File: config.mk
export PLATFORM = sky130hd
export DESIGN_NAME = cr_iu_gated_reg_wr_arb_flat
export DESIGN_NICKNAME = d
export VERILOG_FILES = /design/src/rtl/cr_iu_gated_reg_wr_arb_if.sv /design/src/rtl/cr_iu_gated_reg_wr_arb.sv /design/src/flat_wrapper.sv
export SDC_FILE = /design/constraint.sdc
export NUM_CORES = 1
export LEC_CHECK = 0
export BUFFER_PORTS_ARGS = -buffer_cell sky130_fd_sc_hd__buf_2
export CAP_MARGIN = 20
export CORE_AREA = 2 2 106 108
export CTS_BUF_LIST = sky130_fd_sc_hd__clkbuf_8
export CTS_CLUSTER_SIZE = 28
export DETAILED_ROUTE_END_ITERATION = 16
export DIE_AREA = 0 0 108 110
export SYNTH_ARGS = -nofsm -noshare
export SYNTH_HDL_FRONTEND = slang
export SYNTH_SLANG_ARGS = --single-unit
File: constraint.sdc
create_clock -name forever_cpuclk -period 1.65 [get_ports forever_cpuclk]
set_input_delay 0.0825 -clock forever_cpuclk [delete_from_list [all_inputs] [get_ports forever_cpuclk]]
set_output_delay 0.0825 -clock forever_cpuclk [all_outputs]
set_load 0.03 [all_outputs]
File: src/rtl/cr_iu_gated_reg_wr_arb_if.sv
// Write/read bus between the IU/debug requesters, the gated register bank
// and the write-port arbiter.
interface cr_iu_gated_reg_wr_arb_if #(
    parameter int NUM_REGS = 4,
    parameter int IDX_W    = 2
);
    logic                    req0_vld;
    logic [IDX_W-1:0]        req0_idx;
    logic [31:0]             req0_data;
    logic                    req0_ack;
    logic                    req1_vld;
    logic [IDX_W-1:0]        req1_idx;
    logic [31:0]             req1_data;
    logic                    req1_ack;
    logic [NUM_REGS-1:0]     reg_write_en;
    logic [31:0]             reg_write_data;
    logic [32*NUM_REGS-1:0]  reg_dout_flat;
    logic [IDX_W-1:0]        rd_idx;
    logic [31:0]             rd_data;
    logic                    wr_idx_err;
    logic                    arb_idle;

    // Arbiter side
    modport slave (
        input  req0_vld, req0_idx, req0_data,
        output req0_ack,
        input  req1_vld, req1_idx, req1_data,
        output req1_ack,
        output reg_write_en, reg_write_data,
        input  reg_dout_flat, rd_idx,
        output rd_data, wr_idx_err, arb_idle
    );

    // Requester / register-bank side
    modport master (
        output req0_vld, req0_idx, req0_data,
        input  req0_ack,
        output req1_vld, req1_idx, req1_data,
        input  req1_ack,
        input  reg_write_en, reg_write_data,
        output reg_dout_flat, rd_idx,
        input  rd_data, wr_idx_err, arb_idle
    );
endinterface

File: src/rtl/cr_iu_gated_reg_wr_arb.sv
// Round-robin write-port arbiter for a bank of gated-clock registers.
// The granted write is staged in flops so every register write enable
// (which doubles as its clock-gate enable) is glitch-free. Reads see the
// staged write through a forwarding path.
module cr_iu_gated_reg_wr_arb #(
    parameter int NUM_REGS = 4,
    parameter int IDX_W    = 2
) (
    input  logic                         forever_cpuclk,
    input  logic                         cpurst_b,
    cr_iu_gated_reg_wr_arb_if.slave      bus
);
    localparam int DATA_W = 32;
    localparam logic [IDX_W:0] NUM_REGS_W = NUM_REGS[IDX_W:0];

    logic                 rr_ptr;
    logic                 grant0_p0;
    logic                 grant1_p0;
    logic                 grant_p0;
    logic [IDX_W-1:0]     idx_p0;
    logic [DATA_W-1:0]    data_p0;
    logic                 idx_ok_p0;

    logic                 vld_p1;
    logic [IDX_W-1:0]     idx_p1;
    logic [DATA_W-1:0]    data_p1;
    logic [NUM_REGS-1:0]  en_p1;
    logic                 err_p1;

    logic [DATA_W-1:0]    rd_data;

    function automatic logic [NUM_REGS-1:0] onehot(input logic [IDX_W-1:0] idx);
        logic [NUM_REGS-1:0] r;
        r = '0;
        for (int i = 0; i < NUM_REGS; i++) begin
            if (idx == i[IDX_W-1:0]) r[i] = 1'b1;
        end
        return r;
    endfunction

    // ---- stage p0: arbitration and write select (combinational) ----
    // Select the winner: a lone requester wins, otherwise rr_ptr decides.
    always_comb begin
        grant0_p0 = bus.req0_vld & (~bus.req1_vld | ~rr_ptr);
        grant1_p0 = bus.req1_vld & (~bus.req0_vld |  rr_ptr);
        grant_p0  = grant0_p0 | grant1_p0;
        idx_p0    = grant1_p0 ? bus.req1_idx  : bus.req0_idx;
        data_p0   = grant1_p0 ? bus.req1_data : bus.req0_data;
        idx_ok_p0 = {1'b0, idx_p0} < NUM_REGS_W;
    end

    // ---- stage p1: staged write drives the register enables from flops ----
    // Capture the granted write; out-of-range indices are acked but only flag an error.
    always_ff @(posedge forever_cpuclk or negedge cpurst_b) begin
        if (!cpurst_b) begin
            rr_ptr  <= 1'b0;
            vld_p1  <= 1'b0;
            idx_p1  <= '0;
            data_p1 <= '0;
            en_p1   <= '0;
            err_p1  <= 1'b0;
        end else if (grant_p0) begin
            rr_ptr  <= grant0_p0;
            vld_p1  <= idx_ok_p0;
            idx_p1  <= idx_p0;
            data_p1 <= data_p0;
            en_p1   <= idx_ok_p0 ? onehot(idx_p0) : '0;
            err_p1  <= ~idx_ok_p0;
        end else begin
            vld_p1  <= 1'b0;
            en_p1   <= '0;
            err_p1  <= 1'b0;
        end
    end

    // Read mux with forwarding of the write that lands at the end of this cycle.
    always_comb begin
        rd_data = '0;
        for (int i = 0; i < NUM_REGS; i++) begin
            if (bus.rd_idx == i[IDX_W-1:0]) rd_data = bus.reg_dout_flat[DATA_W*i +: DATA_W];
        end
        if (vld_p1 && (idx_p1 == bus.rd_idx)) rd_data = data_p1;
    end

    assign bus.req0_ack       = grant0_p0;
    assign bus.req1_ack       = grant1_p0;
    assign bus.reg_write_en   = en_p1;
    assign bus.reg_write_data = data_p1;
    assign bus.wr_idx_err     = err_p1;
    assign bus.rd_data        = rd_data;
    assign bus.arb_idle       = ~vld_p1 & ~bus.req0_vld & ~bus.req1_vld;

endmodule

File: src/flat_wrapper.sv
// flat-port wrapper written by rule: the top's interface ports become plain ports
module cr_iu_gated_reg_wr_arb_flat 
#(
    parameter int NUM_REGS = 4,
    parameter int IDX_W    = 2
)
  (forever_cpuclk, cpurst_b, bus_req0_vld, bus_req0_idx, bus_req0_data, bus_req0_ack, bus_req1_vld, bus_req1_idx, bus_req1_data, bus_req1_ack, bus_reg_write_en, bus_reg_write_data, bus_reg_dout_flat, bus_rd_idx, bus_rd_data, bus_wr_idx_err, bus_arb_idle);
  cr_iu_gated_reg_wr_arb_if #(.NUM_REGS(NUM_REGS), .IDX_W(IDX_W)) bus_i ();
  input  logic forever_cpuclk;
  input  logic cpurst_b;
  input wire logic [$bits(bus_i.req0_vld)-1:0] bus_req0_vld;
  input wire logic [$bits(bus_i.req0_idx)-1:0] bus_req0_idx;
  input wire logic [$bits(bus_i.req0_data)-1:0] bus_req0_data;
  output wire logic [$bits(bus_i.req0_ack)-1:0] bus_req0_ack;
  input wire logic [$bits(bus_i.req1_vld)-1:0] bus_req1_vld;
  input wire logic [$bits(bus_i.req1_idx)-1:0] bus_req1_idx;
  input wire logic [$bits(bus_i.req1_data)-1:0] bus_req1_data;
  output wire logic [$bits(bus_i.req1_ack)-1:0] bus_req1_ack;
  output wire logic [$bits(bus_i.reg_write_en)-1:0] bus_reg_write_en;
  output wire logic [$bits(bus_i.reg_write_data)-1:0] bus_reg_write_data;
  input wire logic [$bits(bus_i.reg_dout_flat)-1:0] bus_reg_dout_flat;
  input wire logic [$bits(bus_i.rd_idx)-1:0] bus_rd_idx;
  output wire logic [$bits(bus_i.rd_data)-1:0] bus_rd_data;
  output wire logic [$bits(bus_i.wr_idx_err)-1:0] bus_wr_idx_err;
  output wire logic [$bits(bus_i.arb_idle)-1:0] bus_arb_idle;
  assign bus_i.req0_vld = bus_req0_vld;
  assign bus_i.req0_idx = bus_req0_idx;
  assign bus_i.req0_data = bus_req0_data;
  assign bus_req0_ack = bus_i.req0_ack;
  assign bus_i.req1_vld = bus_req1_vld;
  assign bus_i.req1_idx = bus_req1_idx;
  assign bus_i.req1_data = bus_req1_data;
  assign bus_req1_ack = bus_i.req1_ack;
  assign bus_reg_write_en = bus_i.reg_write_en;
  assign bus_reg_write_data = bus_i.reg_write_data;
  assign bus_i.reg_dout_flat = bus_reg_dout_flat;
  assign bus_i.rd_idx = bus_rd_idx;
  assign bus_rd_data = bus_i.rd_data;
  assign bus_wr_idx_err = bus_i.wr_idx_err;
  assign bus_arb_idle = bus_i.arb_idle;
  cr_iu_gated_reg_wr_arb #(.NUM_REGS(NUM_REGS), .IDX_W(IDX_W)) u_core (.forever_cpuclk(forever_cpuclk), .cpurst_b(cpurst_b), .bus(bus_i));
endmodule
==> impl_metrics.py, run 1 <==
metrics = {
    "synthesis": {
        "synth_flop_cell": "dfrtp_1",
        "synth_top_area_cell": "dfrtp_1",
        "syn_area_sq_um": 3050,
        "ys_top_cells_by_area": "dfrtp_1, mux4_2, mux2_4",
        "ys.warnings.count": 0,
        "syn_inst": 266,
        "ys_types": 30,
        "synth_top_cell_area_share_pct": 32.81,
        "synth_edf_count": 0,
        "yosysSeqAreaShare_pct": 32.81,
        "async_flop_share_pct": 100.0,
        "synth_nets": 468,
        "ys_ff_latch": 40,
        "syn_area_per_cell_sq_um": 11.47,
    },
    "layout": {
        "finalInstanceArea_sq_um": 4925,
        "diodes": 0,
        "syn_to_final_growth_pct": 61.44,
        "layout_common_cells": "buf_2, dfrtp_1, nor2_1, mux4_2, nor3_1",
        "drive_gt1_share_pct": 67.72,
        "final_common_cell": "buf_2",
        "fillCellCount": 1039,
        "num-nets-final": 737,
        "fin_util_pct": 46.04,
    },
    "die": {
        "initial_core_util_pct": 28.51,
        "core_area_sq_um": 10700,
        "dieArea_sq_um": 11880,
        "ioPinCount": 274,
        "die-width_um": 108,
        "std_cell_rows": 38,
        "die_height_um": 110,
    },
    "setup_path": {
        "required_ns": 1.57,
        "max_stage_delay_ns": 0.41,
        "end_kind": "primary output",
        "crit_path_max_fanout": 8,
        "critPathKind": "flip-flop to primary output",
        "path_cells": "xnor2_2 > nand3_4 > clkbuf_16 > mux2_4 > buf_6",
        "cp_data_arrival_time_ns": 1.74,
        "worstSetupStartpointType": "flip-flop",
        "cpMaxStageDelayCell": "dfrtp_1",
    },
    "cts": {
        "cts.sink_count": 40,
        "clk_path_buf_depth": 2,
        "h-tree-depth": 2,
        "clk_latency_ns": 0.29,
        "path_clk_slew_ns": 0.07,
        "root_buffer": "clkbuf_8",
        "cts_tree": "yes",
        "cts_buffers": 5,
    },
    "sta": {
        "setup-tns-final_ns": -4.685,
        "rsz0062_at_grt": "yes",
        "fin_skew_ns": 0.008906,
        "finalCriticalPeriod_ns": 1.824,
        "drv_slew": 0,
        "timing.final.crit_share_pct": 110.5,
        "hold_viol": 0,
        "fin_hold_ws_ns": 0.01257,
        "fmax_mhz": 548.4,
        "setup_viol": 32,
        "setup_ws_ns": -0.1737,
    },
    "pwr": {
        "leakage_nw": 2.444,
        "powerDensity_nw_per_um2": 797.9,
        "ir_worst_vdd_mv": 0.3614,
    },
    "placed_design": {
        "dp.final_hpwl_um": 9248,
        "io_buffers": 272,
        "place_area_sq_um": 4608,
        "place_congestion": 0.7916,
    },
    "drt": {
        "ant_nets": 0,
        "wl_um": 12260,
        "drtIter0Drc": 139,
        "drc": 0,
        "vias": 3396,
        "dr.pass1.iters": 4,
        "wl_per_cell_um": 18.14,
        "viasPerCell": 5.024,
    },
    "global_route": {
        "grt_max_degree": 41,
        "antenna_found_initial": 1,
        "grt_usage_pct": 18.44,
        "grt_pass1_vias": 3295,
        "grt-ovfl-total": 0,
        "grt_pass1_wl_um": 16660,
    },
    "flow_run": {
        "maxCapViolCount": 0,
    },
    "worst_hold_path": {
        "hold_path.class": "input port to flip-flop",
    },
    "run_status": {
        "status": "complete, but fails checks",
        "violations": "setup timing",
    },
}
==> where the power goes <==
group          leakage, nW  switching, mW  internal (mW)
Clock               0.0538          0.332          0.329
Combinational         1.93           1.10          0.962
Sequential           0.457          0.112           1.10
Total                 2.44           1.54           2.39
==> registers in the layout, summed over array words and instances (netlist names) <==
signal / cells
u_core.bus.reg_write_data: 32
u_core.bus.reg_write_en: 4
u_core.idx_p1: 2
u_core.rr_ptr: 1
u_core.vld_p1: 1
==> final cells by class <==
type / count / area [sq um] / area share, %
multi-input cells: 194 / 1898 / 38.54
repair buffers: 290 / 1745 / 35.44
flip-flops and latches: 40 / 1001 / 20.33
well taps: 140 / 175.2 / 3.557
clock buffers: 6 / 82.58 / 1.677
inverters: 4 / 15.01 / 0.3049
clock inverters: 2 / 7.507 / 0.1524
==> critical path, delay by kind of cell, from the launching register on <==
family / cells / cell delay [ns]
XOR/XNOR: 1 / 0.21
buffers and inverters: 2 / 0.36
flip-flops: 1 / 0.41
multiplexers: 1 / 0.31
AND/OR/NAND/NOR: 1 / 0.16
==> cell usage after synthesis (4+ instances only) <==
master	n
buf_6	4
mux2i_1	5
o22ai_1	26
mux2_4	16
mux2_2	16
o21ai_0	4
o21a_1	5
nor3_1	28
buf_2	13
nor3b_1	5
nor2_1	31
nand3_1	6
mux4_2	30
buf_4	4
clkbuf_1	7
dfrtp_1	40
a21oi_1	5
==> routing by layer <==
metal / wire, um / GRT usage [%] / up-vias
met5: 13 / 0 / -
met4: 154 / 3.846 / 2
met3: 954 / 3.292 / 13
met2: 6597 / 36.25 / 187
met1: 4541 / 20.72 / 1632
li1: - / - / 1562
==> final timing paths <==
| kind | start | endpoint | cells past startpoint | slack (ns) |
|---|---|---|---|---|
| hold / removal | bus_req1_data[31] | u_core.bus.reg_write_data[31] | 2 | 0.01 |
| max in group asynchronous | cpurst_b | u_core.bus.reg_write_data[3] | 3 | 1.13 |
| min in group asynchronous | cpurst_b | u_core.bus.reg_write_en[0] | 3 | 0.32 |
| setup / recovery | u_core.idx_p1[1] | bus_rd_data[17] | 5 | -0.17 |
| setup reg to reg | u_core.rr_ptr | u_core.bus.reg_write_data[27] | 4 | 0.40 |
| hold reg to reg | u_core.bus.reg_write_data[4] | u_core.bus.reg_write_data[4] | 2 | 0.56 |
==> per-stage QoR <==
stage	power (mW)	setup slack, ns	cells
3_5_place_dp	3.088	0.08870	664
2_1_floorplan	2.412	0.2842	266
6_report	3.929	-0.1737	676
3_3_place_gp	3.059	0.1184	664
4_1_cts	3.816	-0.1730	673
5_1_grt	4.144	-0.2565	676
==> kinds of logic after synthesis <==
| kind of cell | Yosys count | synth area share, % |
|---|---|---|
| AOI/OAI and AO/OA | 47 | 9.762 |
| xor gates and xnor gates | 2 | 0.5743 |
| buffers and inverters | 32 | 5.947 |
| DFF | 40 | 32.81 |
| muxes | 69 | 39.29 |
| other | 1 | 0.1229 |
| and+or+nand+nor | 75 | 11.49 |
==> repair_timing <==
action                                  in CTS  in global routing
endpoints found under the hold margin       40                  0
resized for setup                           16                 43
endpoints found under the setup margin      32                 32
cloned                                       0                  2
hold buffers                                 1                  0
setup buffers                                0                  1
pin swaps                                    0                  2
(Power assumes the default switching activity.)
==> run 2: changes to the inputs <==
ABC_CLOCK_PERIOD_IN_PS = 1650   (was default)
BUFFER_PORTS_ARGS = -buffer_cell sky130_fd_sc_hd__clkbuf_2   (was -buffer_cell sky130_fd_sc_hd__buf_2)
CTS_CLUSTER_DIAMETER = 80   (was default)
==> impl_metrics.py, run 2 (same netlist as run 1, synthesis figures left out) <==
metrics = {
    "worst_hold_path": {
        "min_path_cells": 2,
        "hold_path.class": "input port to flip-flop",
    },
    "setup_path": {
        "critPathKind": "flip-flop to primary output",
        "crit_cells": 5,
        "required_ns": 1.57,
        "worstSetupStartpointType": "flip-flop",
        "r2r.worst_path.cells": 4,
        "cp_top_family": "flip-flops",
        "max_stage_delay_ns": 0.41,
        "cpMaxStageDelayCell": "dfrtp_1",
        "crit_path_max_fanout": 22,
        "cp_data_arrival_time_ns": 1.73,
        "cp_num_buf_inv": 2,
        "path_cells": "xnor2_2 > nand3_2 > buf_12 > mux2_2 > clkbuf_4",
        "end_kind": "primary output",
    },
    "cts": {
        "root_buffer": "clkbuf_8",
        "clk_latency_ns": 0.29,
        "post_cts_buffers": 0,
        "cts.sink_count": 40,
        "clk_path_buf_depth": 2,
        "cts_tree": "yes",
        "h-tree-depth": 2,
        "cts_buffers": 5,
        "path_clk_slew_ns": 0.08,
    },
    "layout": {
        "syn_to_final_growth_pct": 62.63,
        "drive_gt1_share_pct": 67.53,
        "layout_common_cells": "clkbuf_2, dfrtp_1, nor2_1, mux4_2, nor3_1",
        "fin_util_pct": 46.37,
        "largest_reg_flops": 32,
        "num-nets-final": 740,
        "finalInstanceArea_sq_um": 4961,
        "diodes": 0,
        "final_common_cell": "clkbuf_2",
    },
    "die": {
        "core_area_sq_um": 10700,
        "die-width_um": 108,
        "dieArea_sq_um": 11880,
        "die_height_um": 110,
        "ioPinCount": 274,
        "std_cell_rows": 38,
        "initial_core_util_pct": 28.51,
    },
    "sta": {
        "relSlewSlack_pct": 62.49,
        "fmax_mhz": 550.3,
        "fin_skew_ns": 0.003862,
        "setup-tns-final_ns": -3.661,
        "drv_slew": 0,
        "worst-slew-pin-transition_ns": 0.5627,
        "setup_ws_ns": -0.1672,
        "timing.final.crit_share_pct": 110.1,
        "rsz0062_at_grt": "yes",
        "hold_viol": 0,
        "finalCriticalPeriod_ns": 1.817,
        "setup_viol": 32,
    },
    "drt": {
        "viasPerCell": 4.968,
        "vias": 3373,
        "dr.pass1.iters": 4,
        "drc": 0,
        "wl_per_cell_um": 17.22,
        "ant_nets": 0,
        "wl_um": 11690,
        "drtIter0Drc": 168,
    },
    "placed_design": {
        "place_congestion": 0.7820,
        "dp.final_hpwl_um": 9356,
        "place_area_sq_um": 4643,
        "io_buffers": 272,
        "dp_worst_setup_slack_ns": 0.08500,
    },
    "global_route": {
        "grt_max_degree": 29,
        "grt_pass1_vias": 3382,
        "antenna_found_initial": 0,
        "grt_pass1_wl_um": 16790,
        "grt-ovfl-total": 0,
        "grt_usage_pct": 18.37,
    },
    "pwr": {
        "p_total_mw": 3.922,
        "leakage_nw": 2.507,
        "ir_worst_vdd_mv": 0.3404,
        "powerDensity_nw_per_um2": 790.5,
    },
    "run_status": {
        "status": "complete, but fails checks",
        "violations": "setup timing",
    },
    "flow_run": {
        "maxCapViolCount": 0,
    },
}
run 2: cell types whose count changed in the layout (fill, tap and decap cells not counted), sizes merged:
cell / change
buf: -260
clkbuf: +260
clkinv: +2
dlygate4sd3: +3
inv: -2
run 2: timing repair:
action,in CTS,in global routing
gates resized for setup,39,23
hold buffers,4,0
hold endpoints to repair,23,0
pin swaps,0,0
endpoints found under the setup margin,32,32
run 2: final timing paths:
| kind | slack, ns | start | to |
|---|---|---|---|
| min in group asynchronous | 0.32 | cpurst_b | u_core.bus.reg_write_en[0] |
| worst max register to register | 0.40 | u_core.rr_ptr | u_core.bus.reg_write_data[0] |
| worst min-delay path | 0.008 | bus_req1_data[31] | u_core.bus.reg_write_data[31] |
| worst min register to register | 0.56 | u_core.bus.reg_write_data[13] | u_core.bus.reg_write_data[13] |
| max in group asynchronous | 0.75 | cpurst_b | u_core.bus.reg_write_data[21] |
| worst max-delay path | -0.17 | u_core.idx_p1[0] | bus_rd_data[2] |
run 2: worst reg2reg max path: cells and delay by family (launching register included):
kind	cells	cell delay, ns
AOI/OAI and AO/OA	2	0.47
DFF	1	0.44
buffers and inverters	1	0.18
and+or+nand+nor	1	0.06
run 2: stage by stage:
stage / hold slack, ns / std cells
after global routing: 0.009799 / 679
final: 0.007622 / 679
after detailed placement: 0.1052 / 667
after global placement: 0.1066 / 667
after CTS: 0.0001706 / 679
after floorplan: -0.2131 / 266
run 2: metal layers:
metal / wire length (um) / up-vias / global-route usage [%]
met5: 0 / - / 0
met2: 6133 / 181 / 34.86
met3: 928 / 10 / 3.645
li1: - / 1576 / -
met1: 4429 / 1606 / 20.71
met4: 197 / 0 / 5.678
run 2: cell type report:
cell class | instances | area [sq um]
repair buffers | 293 | 1794
fillers | 1027 | 5737
well taps | 140 | 175.2
inverters | 4 | 15.01
clock inverters | 2 | 10.01
clock buffers | 6 | 82.58
multi-input cells | 194 | 1883
flip-flops and latches | 40 | 1001
run 2: power breakdown:
group	switching, mW	internal [mW]	total, mW
registers	0.112	1.10	1.21
clock network	0.341	0.334	0.675
logic	1.08	0.961	2.04
total	1.53	2.39	3.92
==> run 3: changes to the inputs <==
ABC_AREA = 1   (was default)
CAP_MARGIN = default   (was 20)
CORE_AREA = 2 2 105 107   (was 2 2 106 108)
DIE_AREA = 0 0 107 109   (was 0 0 108 110)
PLACE_DENSITY = 0.67   (was default)
==> impl_metrics.py, run 3 <==
metrics = {
    "run_status": {
        "status": "complete, but fails checks",
        "violations": "setup timing",
    },
    "layout": {
        "finalInstanceArea_sq_um": 5162,
        "num-nets-final": 977,
        "multi_input_area_sq_um": 2038,
        "fin_util_pct": 48.69,
        "drive_gt1_share_pct": 43.04,
        "fillCellCount": 1122,
        "layout_common_cells": "clkbuf_2, nand2_1, nand3_1, dfrtp_1, nor2_1",
        "register_area_sq_um": 1001,
        "syn_to_final_growth_pct": 58.45,
        "final_common_cell": "clkbuf_2",
        "diodes": 0,
        "largest_reg_flops": 32,
    },
    "setup_path": {
        "critPathKind": "flip-flop to primary output",
        "end_kind": "primary output",
        "cp_data_arrival_time_ns": 1.57,
        "crit_path_max_fanout": 8,
        "required_ns": 1.57,
        "worstSetupStartpointType": "flip-flop",
    },
    "worst_hold_path": {
        "hold_path.class": "input port to flip-flop",
    },
    "die": {
        "initial_core_util_pct": 30.73,
        "std_cell_rows": 38,
        "ioPinCount": 274,
        "die_height_um": 109,
        "core_area_sq_um": 10600,
        "die-width_um": 107,
        "dieArea_sq_um": 11660,
    },
    "pwr": {
        "ir_worst_vdd_mv": 0.7679,
        "leakage_nw": 2.802,
        "p_int_mw": 2.578,
        "swShare_pct": 44.78,
        "powerDensity_nw_per_um2": 904.4,
        "clkPwrFrac_pct": 18.5,
        "combPwrFrac_pct": 53.4,
        "p_seq_share_pct": 28.1,
        "power_switching_mw": 2.091,
    },
    "synthesis": {
        "synth_top_area_cell": "dfrtp_1",
        "syn_area_sq_um": 3258,
        "ys_top_cells_by_area": "dfrtp_1, nand3_1, nand2_1",
        "synth_nets": 721,
        "syn_inst": 519,
        "ys.warnings.count": 0,
        "synth_flop_cell": "dfrtp_1",
        "synth_commonest_cells": "nand2_1, nand3_1, dfrtp_1, nor2_1, nand4_1",
        "yosysSeqAreaShare_pct": 30.72,
        "syn_area_per_cell_sq_um": 6.278,
        "synth_edf_count": 0,
        "ys_ff_latch": 40,
        "synth_most_common_cell": "nand2_1",
        "ys_types": 22,
        "synth_top_cell_area_share_pct": 30.72,
        "async_flop_share_pct": 100.0,
    },
    "sta": {
        "setup-tns-final_ns": -0.003280,
        "fin_hold_ws_ns": 0.05142,
        "finalCriticalPeriod_ns": 1.653,
        "fmax_mhz": 604.9,
        "setup_viol": 1,
        "setup_ws_ns": -0.003280,
        "fin_skew_ns": 0.004702,
        "timing.final.crit_share_pct": 100.2,
        "hold_viol": 0,
        "relSlewSlack_pct": 65.05,
        "drv_slew": 0,
        "rsz0062_at_grt": "yes",
        "worst-slew-pin-transition_ns": 0.5243,
    },
    "global_route": {
        "grt_pass1_wl_um": 19690,
        "grt_max_degree": 51,
        "grt_pass1_vias": 4013,
        "antenna_found_initial": 0,
        "grt-ovfl-total": 0,
        "grt_usage_pct": 21.28,
    },
    "drt": {
        "wl_per_cell_um": 15.07,
        "wl_um": 13810,
        "ant_nets": 0,
        "dr.pass1.iters": 5,
        "drtIter0Drc": 376,
        "vias": 4575,
        "viasPerCell": 4.995,
        "drc": 0,
    },
    "placed_design": {
        "dp_worst_setup_slack_ns": 0.2178,
        "place_congestion": 0.9245,
        "dp.final_hpwl_um": 10640,
        "io_buffers": 272,
        "place_area_sq_um": 4767,
    },
    "cts": {
        "root_buffer": "clkbuf_8",
        "cts.sink_count": 40,
        "h-tree-depth": 2,
        "cts_buffers": 5,
        "clk_latency_ns": 0.28,
        "cts_tree": "yes",
        "path_clk_slew_ns": 0.08,
        "clk_path_buf_depth": 2,
    },
    "flow_run": {
        "maxCapViolCount": 0,
    },
}
-- run 3: cell types whose count changed in the layout (fill, tap and decap cells not counted), moves of 8 or more --
cell,before,now
mux2_2,16,0
nand2_4,0,8
nand3_1,5,129
o21ai_1,0,27
nand2_2,0,17
clkbuf_8,16,8
o22ai_1,26,0
a21oi_1,5,28
mux4_2,30,0
nand2_1,2,131
nand4_1,0,32
mux2_4,16,0
nor3_1,28,1
-- run 3: cell families (layout without fill, tap and decap cells) --
group / count (synthesis) / count (layout) / share of synthesized area, %
other: 1 / 1 / 0.1151
AO/OA/AOI/OAI: 63 / 63 / 9.792
flip-flops: 40 / 40 / 30.72
AND/OR/NAND/NOR: 355 / 355 / 48.96
XOR/XNOR: 1 / 1 / 0.4994
buffers and inverters: 59 / 316 / 9.908
-- run 3: path summary, 6_finish.rpt --
| path | slack [ns] | startpoint | depth (start not counted) | end |
|---|---|---|---|---|
| worst min register to register | 0.52 | u_core.bus.reg_write_data[8] | 2 | u_core.bus.reg_write_data[8] |
| worst max register to register | 0.25 | u_core.rr_ptr | 7 | u_core.idx_p1[0] |
| max in group asynchronous | 0.82 | cpurst_b | 3 | u_core.bus.reg_write_data[29] |
| worst max-delay path | -0.003 | u_core.idx_p1[0] | 8 | bus_rd_data[4] |
| min in group asynchronous | 0.32 | cpurst_b | 2 | u_core.bus.reg_write_en[0] |
| worst min-delay path | 0.05 | bus_req1_data[31] | 3 | u_core.bus.reg_write_data[31] |
-- run 3: power groups by stage --
stage	combinational, mW	sequential, mW	clock [mW]
after floorplan	1.16	1.54	0
after global placement	2.23	1.33	0
after detailed placement	2.24	1.32	0
after CTS	2.31	1.30	0.889
after global routing	2.68	1.33	0.930
final	2.49	1.31	0.866
-- run 3: final cells by class --
class	instances	area share (%)
flip-flops and latches	40	19.39
well taps	140	3.393
repair buffers	295	34.32
clock buffers	7	1.866
clock inverters	1	0.5817
multi-input cells	420	39.48
inverters	13	0.9695
-- run 3: repair_timing --
action / in CTS / in global routing
setup endpoints to repair: 32 / 32
hold buffers: 1 / 0
resized for setup: 19 / 70
hold endpoints to repair: 18 / 0
pin swaps: 1 / 7
cloned: 0 / 2
buffers inserted: 0 / 1
-- run 3: worst max-delay path, stage by stage, from the launching register on --
cell,delay (ns)
dfrtp_1,0.38
inv_2,0.07
nor2_1,0.06
nor2_4,0.17
nand2_4,0.10
clkbuf_16,0.20
nand2_1,0.07
nand2_1,0.05
clkbuf_2,0.18
-- run 3: stage by stage --
stage                     cells  total power [mW]
after floorplan             519             2.702
after global placement      904             3.556
after detailed placement    904             3.562
after CTS                   913             4.502
after global routing        916             4.940
final                       916             4.669
-- run 3: layer usage --
layer  part of all wire, %  track usage, %
met1                    43           27.88
met2                    48           37.17
met3                   7.9           3.766
met4                   1.0           3.896
met5                     0               0
